$ cat src/rtl/router_pkg.sv
// Shared flit field map and encodings for the deflection router datapath.
package router_pkg;

    // Flit field positions (32-bit flit)
    localparam int GOLD_B    = 0;
    localparam int EJ_B      = 1;
    localparam int IPORT_LSB = 2;
    localparam int OPORT_LSB = 4;
    localparam int SRC_LSB   = 7;
    localparam int DST_LSB   = 11;
    localparam int SEQ_LSB   = 15;
    localparam int SEQ_W     = 5;
    localparam int OPORT_W   = 3;

    localparam logic [OPORT_W-1:0] OPORT_LOCAL = 3'b100;
    localparam int                 NPORTS      = 4;

    typedef enum logic [1:0] {
        PORT_N = 2'd0,
        PORT_E = 2'd1,
        PORT_S = 2'd2,
        PORT_W = 2'd3
    } port_e;

    // Occupancy classes of the ejection FIFO
    typedef enum logic [1:0] {
        OCC_EMPTY   = 2'd0,
        OCC_NORMAL  = 2'd1,
        OCC_RESERVE = 2'd2,
        OCC_FULL    = 2'd3
    } occ_state_e;

    typedef logic [SEQ_W:0] prio_key_t;

    // Larger key = higher priority: golden first, then the smaller sequence number.
    function automatic prio_key_t prio_key(input logic golden, input logic [SEQ_W-1:0] seq);
        return {golden, ~seq};
    endfunction

endpackage

$ cat src/rtl/eject_sched_ctrl_if.sv
// Ejection port towards the local PE: valid/ready handshake carrying one flit.
interface eject_sched_ctrl_if #(
    parameter int FLIT_W = 32
);
    logic [FLIT_W-1:0] ej_flit;
    logic              ej_valid;
    logic              ej_ready;

    modport master (
        output ej_flit,
        output ej_valid,
        input  ej_ready
    );

    modport slave (
        input  ej_flit,
        input  ej_valid,
        output ej_ready
    );
endinterface

$ cat src/rtl/eject_sched_ctrl_fifo.sv
// Small circular ejection FIFO; push/pop are ignored when full/empty respectively.
module eject_fifo #(
    parameter int DEPTH = 4,
    parameter int W     = 32,
    localparam int PTR_W = $clog2(DEPTH),
    localparam int CNT_W = $clog2(DEPTH) + 1
) (
    input  logic             clk,
    input  logic             rst_n,
    input  logic             push,
    input  logic [W-1:0]     push_data,
    input  logic             pop,
    output logic [W-1:0]     head,
    output logic             full,
    output logic             empty,
    output logic [CNT_W-1:0] cnt
);

    logic [W-1:0]     mem_q [DEPTH];
    logic [PTR_W-1:0] wr_ptr_q, wr_ptr_d;
    logic [PTR_W-1:0] rd_ptr_q, rd_ptr_d;
    logic [CNT_W-1:0] cnt_q, cnt_d;
    logic             do_push, do_pop;

    assign full    = (cnt_q == CNT_W'(DEPTH));
    assign empty   = (cnt_q == '0);
    assign do_push = push && !full;
    assign do_pop  = pop && !empty;
    assign head    = mem_q[rd_ptr_q];
    assign cnt     = cnt_q;

    // Next pointer/count; pointers wrap naturally since DEPTH is a power of two.
    always_comb begin
        wr_ptr_d = wr_ptr_q;
        rd_ptr_d = rd_ptr_q;
        cnt_d    = cnt_q;
        if (do_push) wr_ptr_d = wr_ptr_q + PTR_W'(1);
        if (do_pop)  rd_ptr_d = rd_ptr_q + PTR_W'(1);
        case ({do_push, do_pop})
            2'b10:   cnt_d = cnt_q + CNT_W'(1);
            2'b01:   cnt_d = cnt_q - CNT_W'(1);
            default: cnt_d = cnt_q;
        endcase
    end

    // Pointer and occupancy registers.
    always_ff @(posedge clk or negedge rst_n) begin
        if (!rst_n) begin
            wr_ptr_q <= '0;
            rd_ptr_q <= '0;
            cnt_q    <= '0;
        end else begin
            wr_ptr_q <= wr_ptr_d;
            rd_ptr_q <= rd_ptr_d;
            cnt_q    <= cnt_d;
        end
    end

    // Storage is not reset; entries are only observable once written.
    always_ff @(posedge clk) begin
        if (do_push) mem_q[wr_ptr_q] <= push_data;
    end

endmodule

$ cat src/rtl/eject_sched_ctrl.sv
// Ejection scheduler: picks at most one local-bound flit per cycle into the
// ejection FIFO, registers everything else through to the deflection stage.
module eject_sched_ctrl
    import router_pkg::*;
#(
    parameter int FLIT_W     = 32,
    parameter int FIFO_DEPTH = 4,
    parameter int RESV_SLOTS = 1,
    localparam int CNT_W     = $clog2(FIFO_DEPTH) + 1
) (
    input  logic                clk,
    input  logic                rst_n,
    input  logic [FLIT_W-1:0]   in_0,
    input  logic [FLIT_W-1:0]   in_1,
    input  logic [FLIT_W-1:0]   in_2,
    input  logic [FLIT_W-1:0]   in_3,
    input  logic [NPORTS-1:0]   in_vld,
    output logic [FLIT_W-1:0]   out_0,
    output logic [FLIT_W-1:0]   out_1,
    output logic [FLIT_W-1:0]   out_2,
    output logic [FLIT_W-1:0]   out_3,
    output logic [NPORTS-1:0]   out_vld,
    eject_sched_ctrl_if.master  ej,
    output logic                throttle,
    output logic [CNT_W-1:0]    fifo_cnt
);

    localparam logic [CNT_W-1:0] RESV_TH = CNT_W'(FIFO_DEPTH - RESV_SLOTS);
    localparam logic [CNT_W-1:0] FULL_TH = CNT_W'(FIFO_DEPTH);
    localparam int               MKEY_W  = SEQ_W + 2;  // {eligible, golden, ~seq}

    logic [FLIT_W-1:0] in_flit [NPORTS];
    logic [FLIT_W-1:0] out_q   [NPORTS];
    logic [FLIT_W-1:0] out_d   [NPORTS];
    logic [NPORTS-1:0] out_vld_q, out_vld_d;

    logic [NPORTS-1:0] req, elig, tie_mask, win_vec;
    logic [MKEY_W-1:0] mkey [NPORTS];
    logic [MKEY_W-1:0] best_lo, best_hi, best;
    logic              win_any, multi_tie;
    logic [1:0]        win_idx;
    logic [1:0]        rr_q, rr_d;
    logic [FLIT_W-1:0] win_flit;

    logic              push, pop;
    logic              fifo_full, fifo_empty;
    logic [CNT_W-1:0]  cnt_w, cnt_nx;
    logic [FLIT_W-1:0] fifo_head;

    occ_state_e        occ_q, occ_d;
    logic              throttle_q, throttle_d;

    assign in_flit[0] = in_0;
    assign in_flit[1] = in_1;
    assign in_flit[2] = in_2;
    assign in_flit[3] = in_3;

    function automatic logic [MKEY_W-1:0] kmax(input logic [MKEY_W-1:0] a, input logic [MKEY_W-1:0] b);
        return (a >= b) ? a : b;
    endfunction

    function automatic occ_state_e occ_of(input logic [CNT_W-1:0] c);
        if (c == '0)          return OCC_EMPTY;
        else if (c >= FULL_TH) return OCC_FULL;
        else if (c >= RESV_TH) return OCC_RESERVE;
        else                   return OCC_NORMAL;
    endfunction

    // Local requests, filtered by the occupancy seen at the start of the cycle.
    always_comb begin
        req  = '0;
        elig = '0;
        for (int i = 0; i < NPORTS; i++) begin
            req[i] = in_vld[i] && (in_flit[i][OPORT_LSB +: OPORT_W] == OPORT_LOCAL);
        end
        case (occ_q)
            OCC_FULL:    elig = '0;
            OCC_RESERVE: for (int i = 0; i < NPORTS; i++) elig[i] = req[i] && in_flit[i][GOLD_B];
            default:     elig = req;
        endcase
        if (fifo_full) elig = '0;
    end

    // Compare tree: ineligible ports carry a zero top bit so they never win.
    always_comb begin
        for (int i = 0; i < NPORTS; i++) begin
            mkey[i] = {elig[i], prio_key(in_flit[i][GOLD_B], in_flit[i][SEQ_LSB +: SEQ_W])};
        end
        best_lo = kmax(mkey[0], mkey[1]);
        best_hi = kmax(mkey[2], mkey[3]);
        best    = kmax(best_lo, best_hi);
        win_any = best[MKEY_W-1];
        for (int i = 0; i < NPORTS; i++) begin
            tie_mask[i] = elig[i] && (mkey[i] == best);
        end
        multi_tie = ($countones(tie_mask) > 1);
    end

    // Round-robin resolution among equally ranked candidates, starting at rr_q.
    always_comb begin
        logic       found;
        logic [1:0] idx;
        found   = 1'b0;
        idx     = '0;
        win_idx = rr_q;
        for (int k = 0; k < NPORTS; k++) begin
            idx = rr_q + 2'(k);
            if (!found && tie_mask[idx]) begin
                win_idx = idx;
                found   = 1'b1;
            end
        end
        win_vec         = win_any ? (NPORTS'(1) << win_idx) : '0;
        rr_d            = (win_any && multi_tie) ? (win_idx + 2'd1) : rr_q;
        win_flit        = in_flit[win_idx];
        win_flit[EJ_B]  = 1'b1;
    end

    assign push = win_any;
    assign pop  = !fifo_empty && ej.ej_ready;

    eject_fifo #(
        .DEPTH (FIFO_DEPTH),
        .W     (FLIT_W)
    ) u_fifo (
        .clk       (clk),
        .rst_n     (rst_n),
        .push      (push),
        .push_data (win_flit),
        .pop       (pop),
        .head      (fifo_head),
        .full      (fifo_full),
        .empty     (fifo_empty),
        .cnt       (cnt_w)
    );

    // Occupancy after this edge drives the state class and the throttle flag.
    always_comb begin
        cnt_nx = cnt_w;
        case ({push, pop})
            2'b10:   cnt_nx = cnt_w + CNT_W'(1);
            2'b01:   cnt_nx = cnt_w - CNT_W'(1);
            default: cnt_nx = cnt_w;
        endcase
        occ_d      = occ_of(cnt_nx);
        throttle_d = (cnt_nx >= RESV_TH);
    end

    // Occupancy state machine with registered throttle and round-robin pointer.
    always_ff @(posedge clk or negedge rst_n) begin
        if (!rst_n) begin
            occ_q      <= OCC_EMPTY;
            throttle_q <= 1'b0;
            rr_q       <= '0;
        end else begin
            occ_q      <= occ_d;
            throttle_q <= throttle_d;
            rr_q       <= rr_d;
        end
    end

    // Pass-through data: ejected flag is always cleared on deflected flits.
    always_comb begin
        for (int i = 0; i < NPORTS; i++) begin
            out_d[i]       = in_flit[i];
            out_d[i][EJ_B] = 1'b0;
        end
        out_vld_d = in_vld & ~win_vec;
    end

    // Pass-through register stage towards the deflection network.
    always_ff @(posedge clk or negedge rst_n) begin
        if (!rst_n) begin
            for (int i = 0; i < NPORTS; i++) out_q[i] <= '0;
            out_vld_q <= '0;
        end else begin
            for (int i = 0; i < NPORTS; i++) out_q[i] <= out_d[i];
            out_vld_q <= out_vld_d;
        end
    end

    assign out_0       = out_q[0];
    assign out_1       = out_q[1];
    assign out_2       = out_q[2];
    assign out_3       = out_q[3];
    assign out_vld     = out_vld_q;
    assign throttle    = throttle_q;
    assign fifo_cnt    = cnt_w;
    assign ej.ej_flit  = fifo_head;
    assign ej.ej_valid = !fifo_empty;

endmodule

$ cat src/flat_wrapper.sv
// flat-port wrapper written by rule: the top's interface ports become plain ports
module eject_sched_ctrl_flat import router_pkg::*;
#(
    parameter int FLIT_W     = 32,
    parameter int FIFO_DEPTH = 4,
    parameter int RESV_SLOTS = 1,
    localparam int CNT_W     = $clog2(FIFO_DEPTH) + 1
)
  (clk, rst_n, in_0, in_1, in_2, in_3, in_vld, out_0, out_1, out_2, out_3, out_vld, throttle, fifo_cnt, ej_ej_flit, ej_ej_valid, ej_ej_ready);
  eject_sched_ctrl_if #(.FLIT_W(FLIT_W)) ej_i ();
  input  logic clk;
  input  logic rst_n;
  input  logic [FLIT_W-1:0] in_0;
  input  logic [FLIT_W-1:0] in_1;
  input  logic [FLIT_W-1:0] in_2;
  input  logic [FLIT_W-1:0] in_3;
  input  logic [NPORTS-1:0] in_vld;
  output logic [FLIT_W-1:0] out_0;
  output logic [FLIT_W-1:0] out_1;
  output logic [FLIT_W-1:0] out_2;
  output logic [FLIT_W-1:0] out_3;
  output logic [NPORTS-1:0] out_vld;
  output logic throttle;
  output logic [CNT_W-1:0] fifo_cnt;
  output wire logic [$bits(ej_i.ej_flit)-1:0] ej_ej_flit;
  output wire logic [$bits(ej_i.ej_valid)-1:0] ej_ej_valid;
  input wire logic [$bits(ej_i.ej_ready)-1:0] ej_ej_ready;
  assign ej_ej_flit = ej_i.ej_flit;
  assign ej_ej_valid = ej_i.ej_valid;
  assign ej_i.ej_ready = ej_ej_ready;
  eject_sched_ctrl #(.FLIT_W(FLIT_W), .FIFO_DEPTH(FIFO_DEPTH), .RESV_SLOTS(RESV_SLOTS)) u_core (.clk(clk), .rst_n(rst_n), .in_0(in_0), .in_1(in_1), .in_2(in_2), .in_3(in_3), .in_vld(in_vld), .out_0(out_0), .out_1(out_1), .out_2(out_2), .out_3(out_3), .out_vld(out_vld), .ej(ej_i), .throttle(throttle), .fifo_cnt(fifo_cnt));
endmodule
$ cat config.mk
export PLATFORM = sky130hd
export DESIGN_NAME = eject_sched_ctrl_flat
export DESIGN_NICKNAME = d
export VERILOG_FILES = /design/src/rtl/router_pkg.sv /design/src/rtl/eject_sched_ctrl_if.sv /design/src/rtl/eject_sched_ctrl_fifo.sv /design/src/rtl/eject_sched_ctrl.sv /design/src/flat_wrapper.sv
export SDC_FILE = /design/constraint.sdc
export NUM_CORES = 1
export LEC_CHECK = 0
export CAP_MARGIN = 20
export CORE_UTILIZATION = 65
export DETAILED_ROUTE_END_ITERATION = 6
export DONT_BUFFER_PORTS = 1
export PLACE_DENSITY = 0.86
export SYNTH_ARGS = -nofsm -noshare
export SYNTH_HDL_FRONTEND = slang
export SYNTH_HIERARCHICAL = 1
export SYNTH_SLANG_ARGS = --single-unit
export TNS_END_PERCENT = 20
$ cat constraint.sdc
create_clock -name clk -period 10.6 [get_ports clk]
set_input_delay 0.53 -clock clk [delete_from_list [all_inputs] [get_ports clk]]
set_output_delay 0.53 -clock clk [all_outputs]
set_load 0.02 [all_outputs]
==> results.md, run 1 <==
* Top FF cell, synth: dfrtp_1
* Largest net degree at the start of global routing at roughly 140
* Met1 GRT Util at 0.416
* CTS buffer count at 26
* Levels on crit path at 22
* PortBufs at 0
* CP Cell Sequence: nor3b_2 > nor3_1 > o2111a_1 > nand2_1 > o21ai_1 > buf_4 > mux2i_1 > inv_1 > ha_1 > a21o_1 > a21o_1 > a21oi_1 > o21a_1 > nor4_1 > or4b_1 > and4bb_1 > nand2_1 > inv_2 > nor3_1 > o31ai_4 > buf_4 > mux4_2
* Post-synth top cells: 140 x dfrtp_1, 128 x edfxtp_1, 54 x mux4_2, 35 x inv_1, 32 x nor2_1
* Core Footprint at approximately 18,000 um2
* I/O Pins at 304
* Relative slew slack at 0.256
* Critical Path Source Type: flip-flop
* WL final at between 30 and 40 mm
* Fin Clk Skew at around 0.0073 ns
* Synth cell types at 82
* Placed instance area at around 12,000 um2
* Gr busiest metal: met2
* Worst Tran Pin Value at 1.12 ns
* CTS tree: done
* DIE HEIGHT at about 140 um
* Top cell type's share of synthesized area at 0.321
* Final std cells w/o fill at around 1,000
* Tmin final at slightly below 8 ns
* CP delay by family, top: compound AO/OA/AOI/OAI gates
* Starting Density at 0.664
* Critical Path Slowest Stage Cell: o31ai_4
* Cell Rows at slightly below 50
* Crit. End Element: flip-flop
* Final nets at around 950
* DR WL/cell at about 30 um
* Root buf cell: clkbuf_16
* DRC Markers at 0
* Total GRT Usage at 0.335
* Area leader, netlist: edfxtp_1
* Setup crit start: u_core/u_fifo/cnt[0]
* Gate Count Post-Synth at 786
* First drt pass iteration count at 7
* Met3 Track Usage GR at 0.0828
* Worst R2R Start: u_core/u_fifo/cnt[0]
* Max incr delay on CP at around 0.84 ns
* Post-synth ARST share at 0.522
* Worst min path class: in -> async
* Yosys reg bits at between 200 and 300
* Worst skew pair latency at roughly 0.52 ns
* Crit path to: u_core/u_fifo/mem_q[2][0]
* Die Width at approximately 140 um
* DP HPWL at ~21 mm
* Grt ovf at 0
* WHS at -0.0142 ns
* 1st-iter DRT viols at 910
* CP Max Fanout at 21
* Worst-path clk slew at 0.06 ns
* Endpoints failing hold at 3
* Post-synth EDFFs at 128
* Clock sinks at approximately 270
* Yosys warns at 6
* Status: finished with violations
* Worst r2r dst: u_core/u_fifo/mem_q[2][0]
* Setup tns final at 0 ns
* Failing checks: hold timing
* R2R Setup Slk at around 2.8 ns
* CTS Buffer Depth at 3
* CP Data Arrival Time at 8.05 ns
* Die ar. at 19,000 um2
* Area of the multi-input gates at 4230 um2
* Routed Antenna Nets at 0
* Type of the worst setup path: reg -> reg
* Vias at between 7,000 and 8,000
* Setup Buffers After CTS at 0
* Initial antenna violation count at 3
* Max Fclk at between 100 and 150 MHz
* VDD IR max at approximately 190 uV
* Area growth syn-to-layout at 7.83%
* PwrDens at about 240 nW/um2
* Max Cap Viol at 0
* Share of cells above drive strength 1 at 0.162
* Gpl congestion at a little under 1
* First-pass GRT wire length at between 40 and 50 mm
* Top-count cell post-synth: dfrtp_1
* Synthesized area per cell at 15.2 um2
* Max-slew violations at 0
* Mapped cell area at roughly 12,000 um2
* RSZ-0062 raised after global routing: false
* Post-route cell area at 12,900 um2
* Register Area at between 7000 and 8000 um2
* Leakage at 0.00496 uW
* Fillers at 1,151
* Final period util at 0.736
* Synth area leaders: edfxtp_1 32%, dfrtp_1 29%, mux4_2 10%
* Met2 Use GR at 0.569
* R2R cell count at 22
* Critical Path RT at 10.85 ns
* Seq/Total Area, Yosys at 0.614
* Inst Count DP at approximately 1,000
* Number of setup violations in the final report at 0
* Vias in the first global route at between 7,000 and 8,000
* Critical path buffers and inverters at 4
* Max H-tree Level at 1
* Via/cell ratio at 7.23
[flip-flops by register name, summed over array words and instances (netlist names)]
signal and flops:
u_core/occ_q 2, u_core/out_0 31, u_core/out_1 31, u_core/out_2 31, u_core/out_3 31, u_core/out_vld 4, u_core/rr_q 2, u_core/throttle 1
u_core/u_fifo/cnt 3, u_core/u_fifo/mem_q 128, u_core/u_fifo/rd_ptr_q 2, u_core/u_fifo/wr_ptr_q 2
[through the flow]
step | hold WS [ns] | utilization | worst slack [ns] | total power [uW]
floorplan | 0.234 | - | 4.40 | 2040
global placement | 0.237 | 0.668 | 3.07 | 2150
detailed placement | 0.237 | 0.669 | 2.96 | 2190
CTS | 0.0160 | 0.715 | 2.93 | 3080
global route | 0.00879 | 0.716 | 2.42 | 3190
finish | -0.0142 | 0.716 | 2.80 | 3070
[cell usage in the layout, fill, tap and decap left out, types with 11 or more instances in the layout]
master     netlist  routed
dfrtp_1        140     138
edfxtp_1       128     128
mux4_2          54      54
inv_1           35      35
nor2_1          32      32
nand2_1         30      30
o21ai_0         29      29
clkbuf_16        0      27
ha_1            26      26
a21oi_1         23      23
nor3_1          19      19
nand3_1         15      15
mux2i_1         14      14
xnor2_1         14      14
clkbuf_1        15      12
nand2b_1        12      12
xor2_1          11      11
[kinds of logic (layout without fill, tap and decap cells)]
kind of cell,after synthesis,after routing,synth area share
other cells,2,10,0.000628
mux,83,83,0.139
flops,268,268,0.614
xor+xnor,25,25,0.0183
fa+ha+maj,28,28,0.0305
simple gates,150,150,0.0662
compound gates,154,154,0.0968
buf+inv,76,93,0.0346
[routing by layer]
metal / part of all wire / wire length, um / vias to the layer above
met5: 0.0010 / 32 / -
met4: 0.032 / 995 / 4
met3: 0.098 / 3100 / 92
met2: 0.51 / 16200 / 543
met1: 0.36 / 11300 / 3832
li1: - / - / 3045
[worst reg2reg max path, cell delays in order (launching register included)]
cell	delay [ns]
dfrtp_1	0.68
nor3b_2	0.22
nor3_1	0.32
o2111a_1	0.56
nand2_1	0.22
o21ai_1	0.14
buf_4	0.24
mux2i_1	0.44
inv_1	0.09
ha_1	0.19
a21o_1	0.17
a21o_1	0.16
a21oi_1	0.18
o21a_1	0.68
nor4_1	0.12
or4b_1	0.54
and4bb_1	0.29
nand2_1	0.10
inv_2	0.15
nor3_1	0.09
o31ai_4	0.84
buf_4	0.50
mux4_2	0.62
[worst min path at each step]
stage                  endpoint  slack [ns]  cells past startpoint
2_1_floorplan   u_core/occ_q[0]        0.23                      0
3_3_place_gp   u_core/out_1[10]        0.24                      0
3_5_place_dp   u_core/out_3[10]        0.24                      0
4_1_cts         u_core/out_0[9]        0.02                      0
5_1_grt         u_core/out_0[9]       0.009                      0
6_report       u_core/out_1[11]       -0.01                      1
[final cells by class]
cell class	instances	area share
Antenna cell	2	0.000388
Clock buffer	43	0.0601
Clock inverter	5	0.00301
Inverter	36	0.0105
Multi-Input combinational cell	448	0.328
Sequential cell	268	0.570
Tap cell	229	0.0222
Timing Repair Buffer	9	0.00621
[report_power, final]
group | switching (uW) | internal [uW]
registers | 147 | 1250
clock network | 373 | 501
logic | 497 | 297
total | 1020 | 2050
[repair_timing]
action                    CTS  global route
hold endpoints to repair  140             0
hold buffers                1             0
resized for setup           0             0
Note: power is estimated with default switching activity, not from simulation.
==> run 2: changes to the inputs <==
--- a/config.mk
+++ b/config.mk
@@ -6,10 +6,10 @@
 export NUM_CORES = 1
 export LEC_CHECK = 0
 export CAP_MARGIN = 20
-export CORE_UTILIZATION = 65
+export CORE_UTILIZATION = 57
 export DETAILED_ROUTE_END_ITERATION = 6
 export DONT_BUFFER_PORTS = 1
-export PLACE_DENSITY = 0.86
+export PLACE_DENSITY = 0.8
 export SYNTH_ARGS = -nofsm -noshare
 export SYNTH_HDL_FRONTEND = slang
 export SYNTH_HIERARCHICAL = 1
==> constraint.sdc (replaced) <==
create_clock -name clk -period 6.85 [get_ports clk]
set_input_delay 0.3425 -clock clk [delete_from_list [all_inputs] [get_ports clk]]
set_output_delay 0.3425 -clock clk [all_outputs]
set_load 0.02 [all_outputs]
==> results.md, run 2 (synthesis gave the netlist of run 1 again) <==
* Max-slew violations at 0
* Most frequent cells in the layout: 139 x dfrtp_1, 129 x dlygate4sd3_1, 128 x edfxtp_1
* Critical Path Source Type: flip-flop
* Resized Gates After CTS at 0
* Die ar. at about 22,000 um2
* Tmin final at ~6.5 ns
* Setup tns final at 0 ns
* Design Power at about 5000 uW
* 1st-iter DRT viols at 827
* Largest net degree at the start of global routing at roughly 140
* Endpoints failing hold at 0
* Worst min path class: in -> reg
* Cell Rows at between 50 and 60
* CP Max Fanout at 18
* Type of the worst setup path: reg -> reg
* Crit. End Element: flip-flop
* Worst-path clk slew at 0.06 ns
* Largest register by flop count: u_core/u_fifo/mem_q
* Clock sinks at between 200 and 300
* DR WL/cell at 29.7 um
* Register Area at roughly 7300 um2
* Fin Clk Skew at between 0.02 and 0.025 ns
* Commonest non-fill, non-tap cell in the layout: dfrtp_1
* First drt pass iteration count at 5
* Die Width at 147 um
* Number of setup violations in the final report at 0
* VDD IR max at ~300 uV
* Core Footprint at between 20,000 and 25,000 um2
* Relative slew slack at 0.447
* Final period util at 0.942
* Total GRT Usage at 0.345
* Area of the multi-input gates at between 4000 and 5000 um2
* Vias at 8,155
* I/O Pins at roughly 300
* DIE HEIGHT at 147 um
* Max Fclk at around 150 MHz
* RSZ-0062 raised after global routing: false
* Largest register FFs at 128
* N_diodes at 0
* Share of cells above drive strength 1 at 0.169
* Critical Path RT at 7.08 ns
* Inst Count DP at between 1,000 and 1,500
* Leakage at ~0.0057 uW
* CTS buffer count at 26
* Max Cap Viol at 0
* Routed Antenna Nets at 0
* CP Data Arrival Time at roughly 6.7 ns
* Final std cells w/o fill at approximately 1,200
* Fillers at approximately 1,300
* CTS Buffer Depth at 3
* Worst Tran Pin Value at a little over 0.8 ns
* First-pass GRT wire length at 55.0 mm
* DP HPWL at approximately 23 mm
* Post-route cell area at about 15,000 um2
* CTS tree: done
* Root buf cell: clkbuf_16
* WL final at ~37 mm
* Placed instance area at about 12,000 um2
* Grt ovf at 0
* PwrDens at 341 nW/um2
* PortBufs at 0
* Gpl congestion at between 0.9 and 1
* Starting Density at 0.586
* Max H-tree Level at 1
* Final core occ at 0.714
* Initial antenna violation count at 0
* DRC Markers at 0
* Final nets at approximately 1,100
* Vias in the first global route at 8,480
* Area growth syn-to-layout at 21.9%
* Via/cell ratio at 6.59
* Worst skew pair latency at 0.53 ns
* Status: finished clean
[run 2: cell count changes in the layout (fill, tap and decap cells not counted), moves of 3 or more]
cell and delta:
clkbuf_1 -5, clkbuf_8 -3, buf_4 +26, dlygate4sd3_1 +129, buf_12 +7, clkinv_1 +3
[run 2: final timing paths]
| check | startpoint | end | depth (start not counted) | slack [ns] |
|---|---|---|---|---|
| worst min register to register | u_core/u_fifo/wr_ptr_q[1] | u_core/u_fifo/wr_ptr_q[1] | 1 | 0.60 |
| worst max-delay path | u_core/u_fifo/cnt[2] | u_core/u_fifo/mem_q[3][23] | 23 | 0.40 |
| worst max register to register | u_core/u_fifo/cnt[2] | u_core/u_fifo/mem_q[3][23] | 23 | 0.40 |
| max in group asynchronous | rst_n | u_core/out_0[16] | 2 | 5.79 |
| worst min-delay path | in_0[6] | u_core/u_fifo/mem_q[3][6] | 1 | 0.18 |
| min in group asynchronous | rst_n | u_core/out_2[12] | 2 | 0.43 |
[run 2: per-layer routing]
metal / global-route usage / share of wire / up-vias
met2: 0.605 / 0.52 / 521
met5: 0 / 0 / -
met1: 0.445 / 0.37 / 4193
met4: 0.0865 / 0.021 / 0
met3: 0.0640 / 0.091 / 72
li1: - / - / 3369
[run 2: timing repair]
action / CTS / global route
buffers inserted: 0 / 0
endpoints found under the hold margin: 268 / 0
hold buffers: 130 / 0
[run 2: power by group]
part | total [uW] | internal [uW] | leakage [uW] | switching, uW
Clock | 1400 | 792 | 0.000398 | 608
Sequential | 2100 | 1940 | 0.00279 | 163
Combinational | 1460 | 570 | 0.00250 | 894
[run 2: through the flow]
stage                     hold slack (ns)  setup WS [ns]
after floorplan                    0.0469          0.835
after global placement             0.0494          0.579
after detailed placement           0.0496          0.601
after CTS                           0.157          0.549
after global routing                0.160          0.141
final                               0.183          0.397
[run 2: final cells by class]
cell class,count,share of cell area
Clock inverter,13,0.00944
Multi-Input combinational cell,448,0.290
Tap cell,270,0.0232
Sequential cell,268,0.504
Timing Repair Buffer,169,0.117
Inverter,36,0.00927
Clock buffer,34,0.0474
[run 2: worst max-delay path, cell delays in order (launching register included)]
cell and delay [ns]:
dfrtp_1 0.38, nor3b_2 0.21, nor3_1 0.32, o2111a_1 0.46, nand2_1 0.22, o21ai_1 0.23
buf_12 0.16, mux2i_1 0.37, inv_1 0.20, ha_1 0.35, a21o_1 0.17, a21oi_1 0.18
o21ai_1 0.13, buf_4 0.21, o211a_1 0.12, or4b_1 0.52, and4bb_1 0.34, nand2_1 0.12
inv_2 0.11, buf_4 0.14, nor3_1 0.07, o31ai_4 0.28, buf_4 0.39, mux4_2 0.46
